File: config.mk
export PLATFORM = sky130hd
export DESIGN_NAME = lsu_mem_initiator_flat
export DESIGN_NICKNAME = d
export VERILOG_FILES = /design/src/rtl/lsu_pkg.sv /design/src/rtl/lsu_mem_initiator_if.sv /design/src/rtl/lsu_align.sv /design/src/rtl/lsu_mem_initiator.sv /design/src/flat_wrapper.sv
export SDC_FILE = /design/constraint.sdc
export NUM_CORES = 1
export LEC_CHECK = 0
export BUFFER_PORTS_ARGS = -buffer_cell sky130_fd_sc_hd__buf_2
export CAP_MARGIN = 20
export CORE_MARGIN = 1.5
export CORE_UTILIZATION = 43
export DETAILED_ROUTE_END_ITERATION = 10
export HOLD_SLACK_MARGIN = 0.06
export PLACE_DENSITY = 0.69
export SLEW_MARGIN = 25
export SYNTH_ARGS = -nofsm -noshare
export SYNTH_HDL_FRONTEND = slang
export SYNTH_HIERARCHICAL = 1
export SYNTH_SLANG_ARGS = --single-unit
export TNS_END_PERCENT = 20
File: constraint.sdc
create_clock -name clk -period 4.3 [get_ports clk]
set_input_delay 0.43 -clock clk [delete_from_list [all_inputs] [get_ports clk]]
set_output_delay 0.43 -clock clk [all_outputs]
set_load 0.02 [all_outputs]
File: src/rtl/lsu_pkg.sv
// Shared types and constants for the load/store memory initiator:
// access sizes, FSM states, byte-mask seeds and the alignment check.
package lsu_pkg;

    typedef enum logic [1:0] {
        SZ_B = 2'd0,
        SZ_H = 2'd1,
        SZ_W = 2'd2,
        SZ_X = 2'd3
    } lsu_size_e;

    typedef enum logic [1:0] {
        IDLE = 2'd0,
        REQ  = 2'd1,
        WAIT = 2'd2,
        RESP = 2'd3
    } lsu_state_e;

    localparam logic [3:0] MASK_B = 4'b0001;
    localparam logic [3:0] MASK_H = 4'b0011;
    localparam logic [3:0] MASK_W = 4'b1111;

    // Requests that must be rejected without touching memory.
    function automatic logic is_bad_access(input lsu_size_e size, input logic [1:0] off);
        logic bad;
        case (size)
            SZ_B:    bad = 1'b0;
            SZ_H:    bad = off[0];
            SZ_W:    bad = (off != 2'b00);
            default: bad = 1'b1;
        endcase
        return bad;
    endfunction

endpackage

File: src/rtl/lsu_mem_initiator_if.sv
// Core-side request/response and memory-side bus of the load/store initiator.
// Handshakes: a transfer happens on a rising edge where valid and ready are both 1;
// valid and its payload are held stable until then. mem_resp_valid is a one-cycle pulse.
interface lsu_mem_initiator_if;
    logic        req_valid;
    logic        req_ready;
    logic        req_wen;
    logic [31:0] req_addr;
    logic [31:0] req_wdata;
    logic [1:0]  req_size;
    logic        req_sext;

    logic        resp_valid;
    logic        resp_ready;
    logic [31:0] resp_rdata;
    logic        resp_err;

    logic        mem_valid;
    logic        mem_ready;
    logic        mem_wen;
    logic [31:0] mem_addr;
    logic [31:0] mem_wdata;
    logic [7:0]  mem_wmask;
    logic        mem_resp_valid;
    logic [31:0] mem_rdata;

    // master: the initiator block itself; slave: core plus memory around it.
    modport master (
        input  req_valid, req_wen, req_addr, req_wdata, req_size, req_sext,
        input  resp_ready, mem_ready, mem_resp_valid, mem_rdata,
        output req_ready, resp_valid, resp_rdata, resp_err,
        output mem_valid, mem_wen, mem_addr, mem_wdata, mem_wmask
    );

    modport slave (
        output req_valid, req_wen, req_addr, req_wdata, req_size, req_sext,
        output resp_ready, mem_ready, mem_resp_valid, mem_rdata,
        input  req_ready, resp_valid, resp_rdata, resp_err,
        input  mem_valid, mem_wen, mem_addr, mem_wdata, mem_wmask
    );
endinterface

File: src/rtl/lsu_align.sv
// Combinational lane steering: store data shift and byte mask, load extract and extend.
module lsu_align
    import lsu_pkg::*;
(
    input  lsu_size_e   size,
    input  logic        sext,
    input  logic [1:0]  off,
    input  logic [31:0] wdata,
    input  logic [31:0] rdata,
    output logic [31:0] wdata_sh,
    output logic [3:0]  wmask,
    output logic [31:0] rdata_ext
);

    logic [31:0] rdata_sh;

    always_comb begin
        wdata_sh  = wdata << {off, 3'b000};
        rdata_sh  = rdata >> {off, 3'b000};
        wmask     = MASK_W;
        rdata_ext = rdata_sh;
        case (size)
            SZ_B: begin
                wmask     = MASK_B << off;
                rdata_ext = {{24{sext & rdata_sh[7]}}, rdata_sh[7:0]};
            end
            SZ_H: begin
                wmask     = MASK_H << off;
                rdata_ext = {{16{sext & rdata_sh[15]}}, rdata_sh[15:0]};
            end
            default: ;
        endcase
    end

endmodule

File: src/rtl/lsu_mem_initiator.sv
// Single-outstanding load/store initiator: latches one core request, runs the memory
// handshake, waits for the response (with optional timeout) and returns one result.
module lsu_mem_initiator
    import lsu_pkg::*;
#(
    parameter int TIMEOUT_CYCLES = 255,
    parameter int CNT_W          = 8
) (
    input  logic                clk,
    input  logic                rst_n,
    lsu_mem_initiator_if.master bus,
    output lsu_state_e          fsm_state
);

    lsu_state_e       state, state_nxt;
    logic [CNT_W-1:0] cnt, cnt_nxt, cnt_inc;
    logic             lat_wen, lat_wen_nxt;
    logic [31:0]      lat_addr, lat_addr_nxt;
    logic [31:0]      lat_wdata, lat_wdata_nxt;
    lsu_size_e        lat_size, lat_size_nxt;
    logic             lat_sext, lat_sext_nxt;
    logic [31:0]      rdata_r, rdata_nxt;
    logic             err_r, err_nxt;

    logic [31:0]      wdata_sh;
    logic [3:0]       wmask;
    logic [31:0]      rdata_ext;
    logic             hit_timeout;
    logic             mem_done;

    lsu_align u_align (
        .size      (lat_size),
        .sext      (lat_sext),
        .off       (lat_addr[1:0]),
        .wdata     (lat_wdata),
        .rdata     (bus.mem_rdata),
        .wdata_sh  (wdata_sh),
        .wmask     (wmask),
        .rdata_ext (rdata_ext)
    );

    assign cnt_inc     = cnt + 1'b1;
    assign hit_timeout = (TIMEOUT_CYCLES != 0) && (cnt_inc == CNT_W'(TIMEOUT_CYCLES));
    // A response in REQ only counts when the request is accepted in the same cycle.
    assign mem_done    = bus.mem_resp_valid && ((state == WAIT) || bus.mem_ready);

    always_comb begin
        state_nxt     = state;
        cnt_nxt       = cnt;
        lat_wen_nxt   = lat_wen;
        lat_addr_nxt  = lat_addr;
        lat_wdata_nxt = lat_wdata;
        lat_size_nxt  = lat_size;
        lat_sext_nxt  = lat_sext;
        rdata_nxt     = rdata_r;
        err_nxt       = err_r;
        case (state)
            IDLE: begin
                if (bus.req_valid) begin
                    lat_wen_nxt   = bus.req_wen;
                    lat_addr_nxt  = bus.req_addr;
                    lat_wdata_nxt = bus.req_wdata;
                    lat_size_nxt  = lsu_size_e'(bus.req_size);
                    lat_sext_nxt  = bus.req_sext;
                    cnt_nxt       = '0;
                    rdata_nxt     = '0;
                    err_nxt       = is_bad_access(lsu_size_e'(bus.req_size), bus.req_addr[1:0]);
                    state_nxt     = err_nxt ? RESP : REQ;
                end
            end
            REQ, WAIT: begin
                cnt_nxt = cnt_inc;
                // A real response wins over a timeout landing in the same cycle.
                if (mem_done) begin
                    rdata_nxt = lat_wen ? 32'h0 : rdata_ext;
                    err_nxt   = 1'b0;
                    state_nxt = RESP;
                end else if (hit_timeout) begin
                    rdata_nxt = 32'h0;
                    err_nxt   = 1'b1;
                    state_nxt = RESP;
                end else if ((state == REQ) && bus.mem_ready) begin
                    state_nxt = WAIT;
                end
            end
            RESP: begin
                if (bus.resp_ready) state_nxt = IDLE;
            end
            default: state_nxt = IDLE;
        endcase
    end

    always_ff @(posedge clk) begin
        if (!rst_n) begin
            state     <= IDLE;
            cnt       <= '0;
            lat_wen   <= 1'b0;
            lat_addr  <= 32'h0;
            lat_wdata <= 32'h0;
            lat_size  <= SZ_B;
            lat_sext  <= 1'b0;
            rdata_r   <= 32'h0;
            err_r     <= 1'b0;
        end else begin
            state     <= state_nxt;
            cnt       <= cnt_nxt;
            lat_wen   <= lat_wen_nxt;
            lat_addr  <= lat_addr_nxt;
            lat_wdata <= lat_wdata_nxt;
            lat_size  <= lat_size_nxt;
            lat_sext  <= lat_sext_nxt;
            rdata_r   <= rdata_nxt;
            err_r     <= err_nxt;
        end
    end

    // Payload comes straight from the latched request, so it cannot move during REQ.
    assign bus.req_ready  = rst_n && (state == IDLE);
    assign bus.mem_valid  = (state == REQ);
    assign bus.mem_wen    = lat_wen;
    assign bus.mem_addr   = {lat_addr[31:2], 2'b00};
    assign bus.mem_wdata  = wdata_sh;
    assign bus.mem_wmask  = {4'b0000, lat_wen ? wmask : 4'b0000};
    assign bus.resp_valid = (state == RESP);
    assign bus.resp_rdata = rdata_r;
    assign bus.resp_err   = err_r;
    assign fsm_state      = state;

endmodule

File: src/flat_wrapper.sv
// flat-port wrapper written by rule: the top's interface ports become plain ports
module lsu_mem_initiator_flat import lsu_pkg::*;
#(
    parameter int TIMEOUT_CYCLES = 255,
    parameter int CNT_W          = 8
)
  (clk, rst_n, fsm_state, bus_req_valid, bus_req_wen, bus_req_addr, bus_req_wdata, bus_req_size, bus_req_sext, bus_resp_ready, bus_mem_ready, bus_mem_resp_valid, bus_mem_rdata, bus_req_ready, bus_resp_valid, bus_resp_rdata, bus_resp_err, bus_mem_valid, bus_mem_wen, bus_mem_addr, bus_mem_wdata, bus_mem_wmask);
  lsu_mem_initiator_if bus_i ();
  input  logic clk;
  input  logic rst_n;
  output lsu_state_e fsm_state;
  input wire logic [$bits(bus_i.req_valid)-1:0] bus_req_valid;
  input wire logic [$bits(bus_i.req_wen)-1:0] bus_req_wen;
  input wire logic [$bits(bus_i.req_addr)-1:0] bus_req_addr;
  input wire logic [$bits(bus_i.req_wdata)-1:0] bus_req_wdata;
  input wire logic [$bits(bus_i.req_size)-1:0] bus_req_size;
  input wire logic [$bits(bus_i.req_sext)-1:0] bus_req_sext;
  input wire logic [$bits(bus_i.resp_ready)-1:0] bus_resp_ready;
  input wire logic [$bits(bus_i.mem_ready)-1:0] bus_mem_ready;
  input wire logic [$bits(bus_i.mem_resp_valid)-1:0] bus_mem_resp_valid;
  input wire logic [$bits(bus_i.mem_rdata)-1:0] bus_mem_rdata;
  output wire logic [$bits(bus_i.req_ready)-1:0] bus_req_ready;
  output wire logic [$bits(bus_i.resp_valid)-1:0] bus_resp_valid;
  output wire logic [$bits(bus_i.resp_rdata)-1:0] bus_resp_rdata;
  output wire logic [$bits(bus_i.resp_err)-1:0] bus_resp_err;
  output wire logic [$bits(bus_i.mem_valid)-1:0] bus_mem_valid;
  output wire logic [$bits(bus_i.mem_wen)-1:0] bus_mem_wen;
  output wire logic [$bits(bus_i.mem_addr)-1:0] bus_mem_addr;
  output wire logic [$bits(bus_i.mem_wdata)-1:0] bus_mem_wdata;
  output wire logic [$bits(bus_i.mem_wmask)-1:0] bus_mem_wmask;
  assign bus_i.req_valid = bus_req_valid;
  assign bus_i.req_wen = bus_req_wen;
  assign bus_i.req_addr = bus_req_addr;
  assign bus_i.req_wdata = bus_req_wdata;
  assign bus_i.req_size = bus_req_size;
  assign bus_i.req_sext = bus_req_sext;
  assign bus_i.resp_ready = bus_resp_ready;
  assign bus_i.mem_ready = bus_mem_ready;
  assign bus_i.mem_resp_valid = bus_mem_resp_valid;
  assign bus_i.mem_rdata = bus_mem_rdata;
  assign bus_req_ready = bus_i.req_ready;
  assign bus_resp_valid = bus_i.resp_valid;
  assign bus_resp_rdata = bus_i.resp_rdata;
  assign bus_resp_err = bus_i.resp_err;
  assign bus_mem_valid = bus_i.mem_valid;
  assign bus_mem_wen = bus_i.mem_wen;
  assign bus_mem_addr = bus_i.mem_addr;
  assign bus_mem_wdata = bus_i.mem_wdata;
  assign bus_mem_wmask = bus_i.mem_wmask;
  lsu_mem_initiator #(.TIMEOUT_CYCLES(TIMEOUT_CYCLES), .CNT_W(CNT_W)) u_core (.clk(clk), .rst_n(rst_n), .bus(bus_i), .fsm_state(fsm_state));
endmodule
Yosys cells after proc, flatten, opt, wreduce, memory -nomap -nowiden
Index checks and enable logic that the tools add are counted.
{"block": "classes", "div_mod_pow": 0, "n_bitwise": 2, "shift": 4, "reduce_logical": 14, "multipliers": 0, "magnitude_cmp": 0, "add_sub_neg": 1, "muxes": 24, "eq_ne": 11}
{"operator": "32-bit 2-to-1 mux", "count": 4}
{"operator": "32-bit one-hot mux with 2 select lines", "count": 2}
{"operator": "32-bit by 5-bit << shifter with 32-bit output", "count": 1}
{"operator": "32-bit by 5-bit >> shifter with 32-bit output", "count": 1}
{"operator": "8-bit one-hot mux with 2 select lines", "count": 1}
{"operator": "2-bit 2-to-1 mux", "count": 6}
{"operator": "8-bit by 1-bit adder with 8-bit output (second input constant)", "count": 1}
{"operator": "8-bit equality test (second input constant)", "count": 1}
{"operator": "8-bit 2-to-1 mux", "count": 1}
{"operator": "4-bit one-hot mux with 2 select lines", "count": 1}
{"operator": "2-bit by 1-bit equality test with 1-bit output (second input constant)", "count": 3}
{"operator": "2-bit equality test (second input constant)", "count": 3}
{"operator": "2-bit logical NOT", "count": 3}
{"operator": "2-bit one-hot mux with 3 select lines", "count": 1}
{"operator": "3-bit AND reduction", "count": 2}
{"operator": "1-bit 2-to-1 mux", "count": 5}
{"operator": "4-bit 2-to-1 mux", "count": 1}
{"operator": "2-bit != test (second input constant)", "count": 2}
{"operator": "4-bit by 1-bit != test with 1-bit output (second input constant)", "count": 1}
{"operator": "2-bit AND reduction", "count": 2}
{"operator": "2-bit nonzero test", "count": 2}
{"operator": "1-bit by 2-bit << shifter with 4-bit output (first input constant)", "count": 1}
{"operator": "2-bit by 2-bit << shifter with 4-bit output (first input constant)", "count": 1}
{"operator": "1-bit logical AND", "count": 3}
{"operator": "6 further kinds", "count": 7}
{"block": "totals", "n_memories": 0, "latchBits": 0, "register_bits": 111, "ram_bits": 0, "out_inout_bits": 111, "rom_bits": 0, "input_bits": 106}

Depth between registers and ports, before layout
{"block": "depth", "ltp_word": 7, "ltp_mapped": 8}

Modules after synthesis
The synthesis kept the hierarchy.
{"mod": "lsu_mem_initiator", "n_inst": 1, "seq_area_each_um2": 2222.1, "area_per_inst_um2": 5306.3, "cells_per_inst": 630}
{"mod": "lsu_align", "n_inst": 1, "seq_area_each_um2": 0.0, "area_per_inst_um2": 1451.4, "cells_per_inst": 209}

Least setup slack after synthesis
Ideal clock, no wire load.
{"block": "synth_timing", "kind": "register to register", "start": "reg u_core.state[0] (netlist: u_core/fsm_state[0])", "end": "reg u_core.rdata_r[11] (netlist: u_core/bus.resp_rdata[11])", "setup_ps": 62, "path_buffers": 2, "required_ps": 4238, "path_stages_with_launch": 8, "arrival_ps": 1965, "period_less_slack_ps": 2027, "setup_slack_ps": 2273, "path_cell_list": "dfxtp_1 inv_1 ha_1 o21ai_0 buf_2 buf_2 nand3_1 nand3_1"}
{"block": "synth_between", "elab_chain_cells": 5, "word_cells_on_any_way": 12, "cone_classes": "eq/ne (4); mux (2); reduce/logical (6)"}
{"element": "start, declared", "line_no": "lsu_mem_initiator.sv:15", "text": "lsu_state_e state, state_nxt;"}
{"element": "start signal, assigned", "line_no": "lsu_mem_initiator.sv:105", "text": "state <= state_nxt;"}
{"element": "2-bit equality test", "line_no": "lsu_mem_initiator.sv:45, lsu_mem_initiator.sv:57"}
{"element": "1-bit logical OR", "line_no": "lsu_mem_initiator.sv:45", "text": "assign mem_done = bus.mem_resp_valid && ((state == WAIT) || bus.mem_ready);"}
{"element": "1-bit logical AND", "line_no": "lsu_mem_initiator.sv:45"}
{"element": "3-bit by 1-bit != test with 1-bit output (no source line) / 32-bit 2-to-1 mux (equally long branches)"}
{"element": "3-bit AND reduction (no source line) / 32-bit one-hot mux with 2 select lines (equally long branches)"}
{"element": "end signal, assigned", "line_no": "lsu_mem_initiator.sv:112", "text": "rdata_r <= rdata_nxt;"}
{"element": "end, declared", "line_no": "lsu_mem_initiator.sv:22", "text": "logic [31:0] rdata_r, rdata_nxt;"}
Several ways; a longest one is shown, not always the timed one.
A chain may end at the register's enable or synchronous reset.

Worst setup path in the final report
{"block": "layout_timing", "start": "reg u_core.lat_addr[1]", "end": "out bus_mem_wmask[2]"}
{"block": "layout_between", "elab_chain_cells": 3, "word_cells_on_any_way": 4, "cone_classes": "shift (2); mux (2)"}
{"element": "start, declared", "line_no": "lsu_mem_initiator.sv:18", "text": "logic [31:0] lat_addr, lat_addr_nxt;"}
{"element": "start signal, assigned", "line_no": "lsu_mem_initiator.sv:108", "text": "lat_addr <= lat_addr_nxt;"}
{"element": "2-bit by 2-bit << shifter with 4-bit output / 1-bit by 2-bit << shifter with 4-bit output (equally long branches)", "line_no": "lsu_align.sv:28, lsu_align.sv:24"}
{"element": "4-bit one-hot mux with 2 select lines *", "line_no": "lsu_align.sv:22", "text": "case (size)"}
{"element": "named net u_core.wmask[2]", "line_no": "lsu_mem_initiator.sv:26", "text": "logic [3:0] wmask;"}
{"element": "4-bit 2-to-1 mux *", "line_no": "lsu_mem_initiator.sv:123", "text": "assign bus.mem_wmask = {4'b0000, lat_wen ? wmask : 4'b0000};"}
{"element": "end, declared", "line_no": "flat_wrapper.sv:30", "text": "output wire logic [$bits(bus_i.mem_wmask)-1:0] bus_mem_wmask;"}
Mark *: on every way through the listed nets, which the timed path passes. The rest lies on a longest branch.

==> flow_metrics.py <==
metrics = {
    "run_status": {
        "status": "complete, no violations",
    },
    "yosys": {
        "synthFlopType": "dfxtp_1",
        "yosysTopAreaCell": "dfxtp_1",
        "async_reset_ff_share_pct": 0,
        "yosysSeqAreaShare_pct": 32.9,
        "synth_top_area_share_pct": 32.9,
        "ys_types": 52,
        "synth_common_cells": "nand2_1, dfxtp_1, a21boi_0",
        "ys_ff_latch": 111,
        "yosys_warnings": 6,
        "ys_top_cells_by_area": "dfxtp_1, nand2_1, a21boi_0, mux2i_1, nand3_1",
        "yosysMostFrequentCell": "nand2_1",
        "avgSynthCellArea_um2": 8.05,
        "synth_cells": 839,
        "netlist_area_um2": 6760,
        "synth-edff-count": 0,
    },
    "cts": {
        "clock_latency_ns": 0.36,
        "cts.htree.levels": 3,
        "cts_buffers": 9,
        "cts_resized": 0,
        "clk_path_buf_depth": 2,
        "root_buffer": "clkbuf_16",
        "cts_tree": "done",
        "hold_buffers": 0,
        "path_clk_slew_ns": 0.08,
        "clkSinkCount": 111,
        "post_cts_buffers": 0,
    },
    "worst_setup_path": {
        "worstPathCellList": "buf_4 > nor2b_1 > buf_4 > nor2_1 > o21ai_0 > and2_1 > buf_2",
        "reg2reg_to": "u_core/bus.resp_rdata[30]$_SDFFE_PN0P_",
        "worstPathRequired_ns": 3.87,
        "r2r_start": "u_core/lat_addr[0]$_SDFFE_PN0P_",
        "slowest_delay_ns": 0.75,
        "r2r_slack_ns": 1.83,
        "rr_worst_depth": 5,
        "crit_fanout": 39,
        "cp-start-kind": "register",
        "worstPathArrival_ns": 2.36,
        "endpoint_kind": "output port",
        "crit_type": "reg -> out",
        "slowest_stage": "dfxtp_2",
        "critPathMostFrequentCell": "buf_4",
    },
    "placement": {
        "dp.cells": 1167,
        "port_buffers": 210,
        "hpwl_um": 13100,
        "place_congestion": 0.874,
    },
    "sta": {
        "drv_slew": 0,
        "max_slew_margin_pct": 34.3,
        "worst_clock_skew_ns": 0.00572,
        "finalSetupViolCount": 0,
        "finalHoldViolCount": 0,
        "fin_hold_ws_ns": 0.313,
        "fin_crit_ns": 2.79,
        "worstMarginPinSlew_ns": 0.985,
        "clock.fmax_mhz": 359,
        "setup_tns_ns": 0,
        "grt_setup_unrepaired": "false",
        "fin_crit_sh_pct": 64.9,
    },
    "routing": {
        "via_per_inst": 5.28,
        "drcViolationCount": 0,
        "drt_iter0_markers": 545,
        "ant_nets": 0,
        "vias": 6260,
        "wire_per_inst_um": 16.0,
        "wirelength_um": 18900,
        "dr.pass1.iters": 5,
    },
    "floorplanning": {
        "start_util_pct": 44.3,
        "dieHeight_um": 128,
        "fp.dieW_um": 128,
        "io_pins": 217,
        "row_count": 45,
        "core_um2": 15300,
        "die_area_um2": 16500,
    },
    "global_route": {
        "grtUsageTotal_pct": 22.5,
        "grt_pass1_vias": 5716,
        "grt_overflow": 0,
        "grt_max_degree": 90,
        "antenna_found_initial": 1,
        "grt_pass1_wl_um": 29300,
    },
    "power_and_ir_drop": {
        "peakVddDrop_mv": 0.268,
        "p_leak_nw": 3.38,
        "power_w": 0.00385,
        "power_density_nw_per_um2": 496,
    },
    "min_path": {
        "hold-path-cell-count": 3,
        "min_from": "bus_req_addr[9]",
        "hold_class": "in -> reg",
        "hold_path_end": "u_core/lat_addr[9]$_SDFFE_PN0P_",
    },
    "finish": {
        "final_util_pct": 50.9,
        "regArea_um2": 2220,
        "multi_input_area_um2": 3750,
        "stdcell_count": 1186,
        "drive_gt1_share_pct": 29.0,
        "fillers": 1541,
        "nets": 1081,
        "syn_to_final_growth_pct": 14.9,
    },
    "job": {
        "maxCapViolCount": 0,
    },
}
-- layout make-up --
type	instances	area share, %
timing repair buffer	221	14.9
sequential	111	28.7
clock buffer	10	2.95
tap	211	3.40
inverter	4	0.193
antenna	2	0.0645
multi-input combinational	621	48.4
clock inverter	6	1.48
-- routing by layer --
layer	wire (um)	track usage (%)
met1	8510	29.2
met2	8640	35.7
met3	1480	6.86
met4	285	7.27
met5	0	0
-- per-stage QoR --
step                cell area (um2)  setup WS, ns
global route                   7760          1.38
global placement               7390          1.92
detailed placement             7390          1.86
finish                         7760          1.51
CTS                            7730          1.50
floorplan                      6780          2.27
-- worst max-delay path by stage --
stage                                           from                                endpoint
floorplan           u_core/fsm_state[0]$_SDFFE_PN0P_  u_core/bus.resp_rdata[11]$_SDFFE_PN0P_
global placement     u_core/lat_addr[0]$_SDFFE_PN0P_  u_core/bus.resp_rdata[23]$_SDFFE_PN0P_
detailed placement   u_core/lat_addr[0]$_SDFFE_PN0P_  u_core/bus.resp_rdata[30]$_SDFFE_PN0P_
CTS                  u_core/lat_addr[0]$_SDFFE_PN0P_                       bus_mem_wdata[28]
global route         u_core/lat_addr[1]$_SDFFE_PN0P_                        bus_mem_wmask[2]
finish               u_core/lat_addr[1]$_SDFFE_PN0P_                        bus_mem_wmask[2]
-- cells in the final DEF (no fill, tap or decap), types with 19 or more instances in the layout --
| cell | instances |
|---|---|
| a21boi_0 | 70 |
| a21oi_1 | 28 |
| nand3_1 | 66 |
| nand2_1 | 217 |
| dfxtp_1 | 109 |
| buf_2 | 209 |
| o2111ai_1 | 32 |
| and2_1 | 19 |
| mux2i_1 | 33 |
| o21ai_0 | 24 |
-- logic make-up after synthesis --
logic type               after synthesis  share of synthesized area, %
AND/OR/NAND/NOR                      365                          24.5
flip-flops                           111                          32.9
multiplexers                          44                          6.83
adder cells (fa/ha/maj)                7                          1.30
AO/OA/AOI/OAI                        198                          22.2
XOR/XNOR                               1                         0.241
buffers and inverters                112                          11.9
other                                  1                        0.0555
-- flip-flops by register name, indices dropped and copies added (netlist names) --
signal / count
u_core/lat_addr: 32
u_core/lat_sext: 1
u_core/lat_size: 2
u_core/bus.mem_wen: 1
u_core/cnt: 8
u_core/fsm_state: 2
u_core/bus.resp_rdata: 32
u_core/bus.resp_err: 1
u_core/lat_wdata: 32
-- critical path: cells and delay by family (launching register included) --
family	cells	cell delay, ns
and+or+nand+nor	3	0.37
buffers and inverters	3	0.79
AOI/OAI and AO/OA	1	0.08
DFF	1	0.75
-- power by group --
group / leakage, nW / internal, W / switching [W] / total, W
clock: 0.164 / 0.000575 / 0.000409 / 0.000984
sequential: 0.906 / 0.00116 / 0.000149 / 0.00131
combinational: 2.31 / 0.000505 / 0.00105 / 0.00156
total: 3.38 / 0.00224 / 0.00161 / 0.00385
Power figures use the tool's default switching activity.
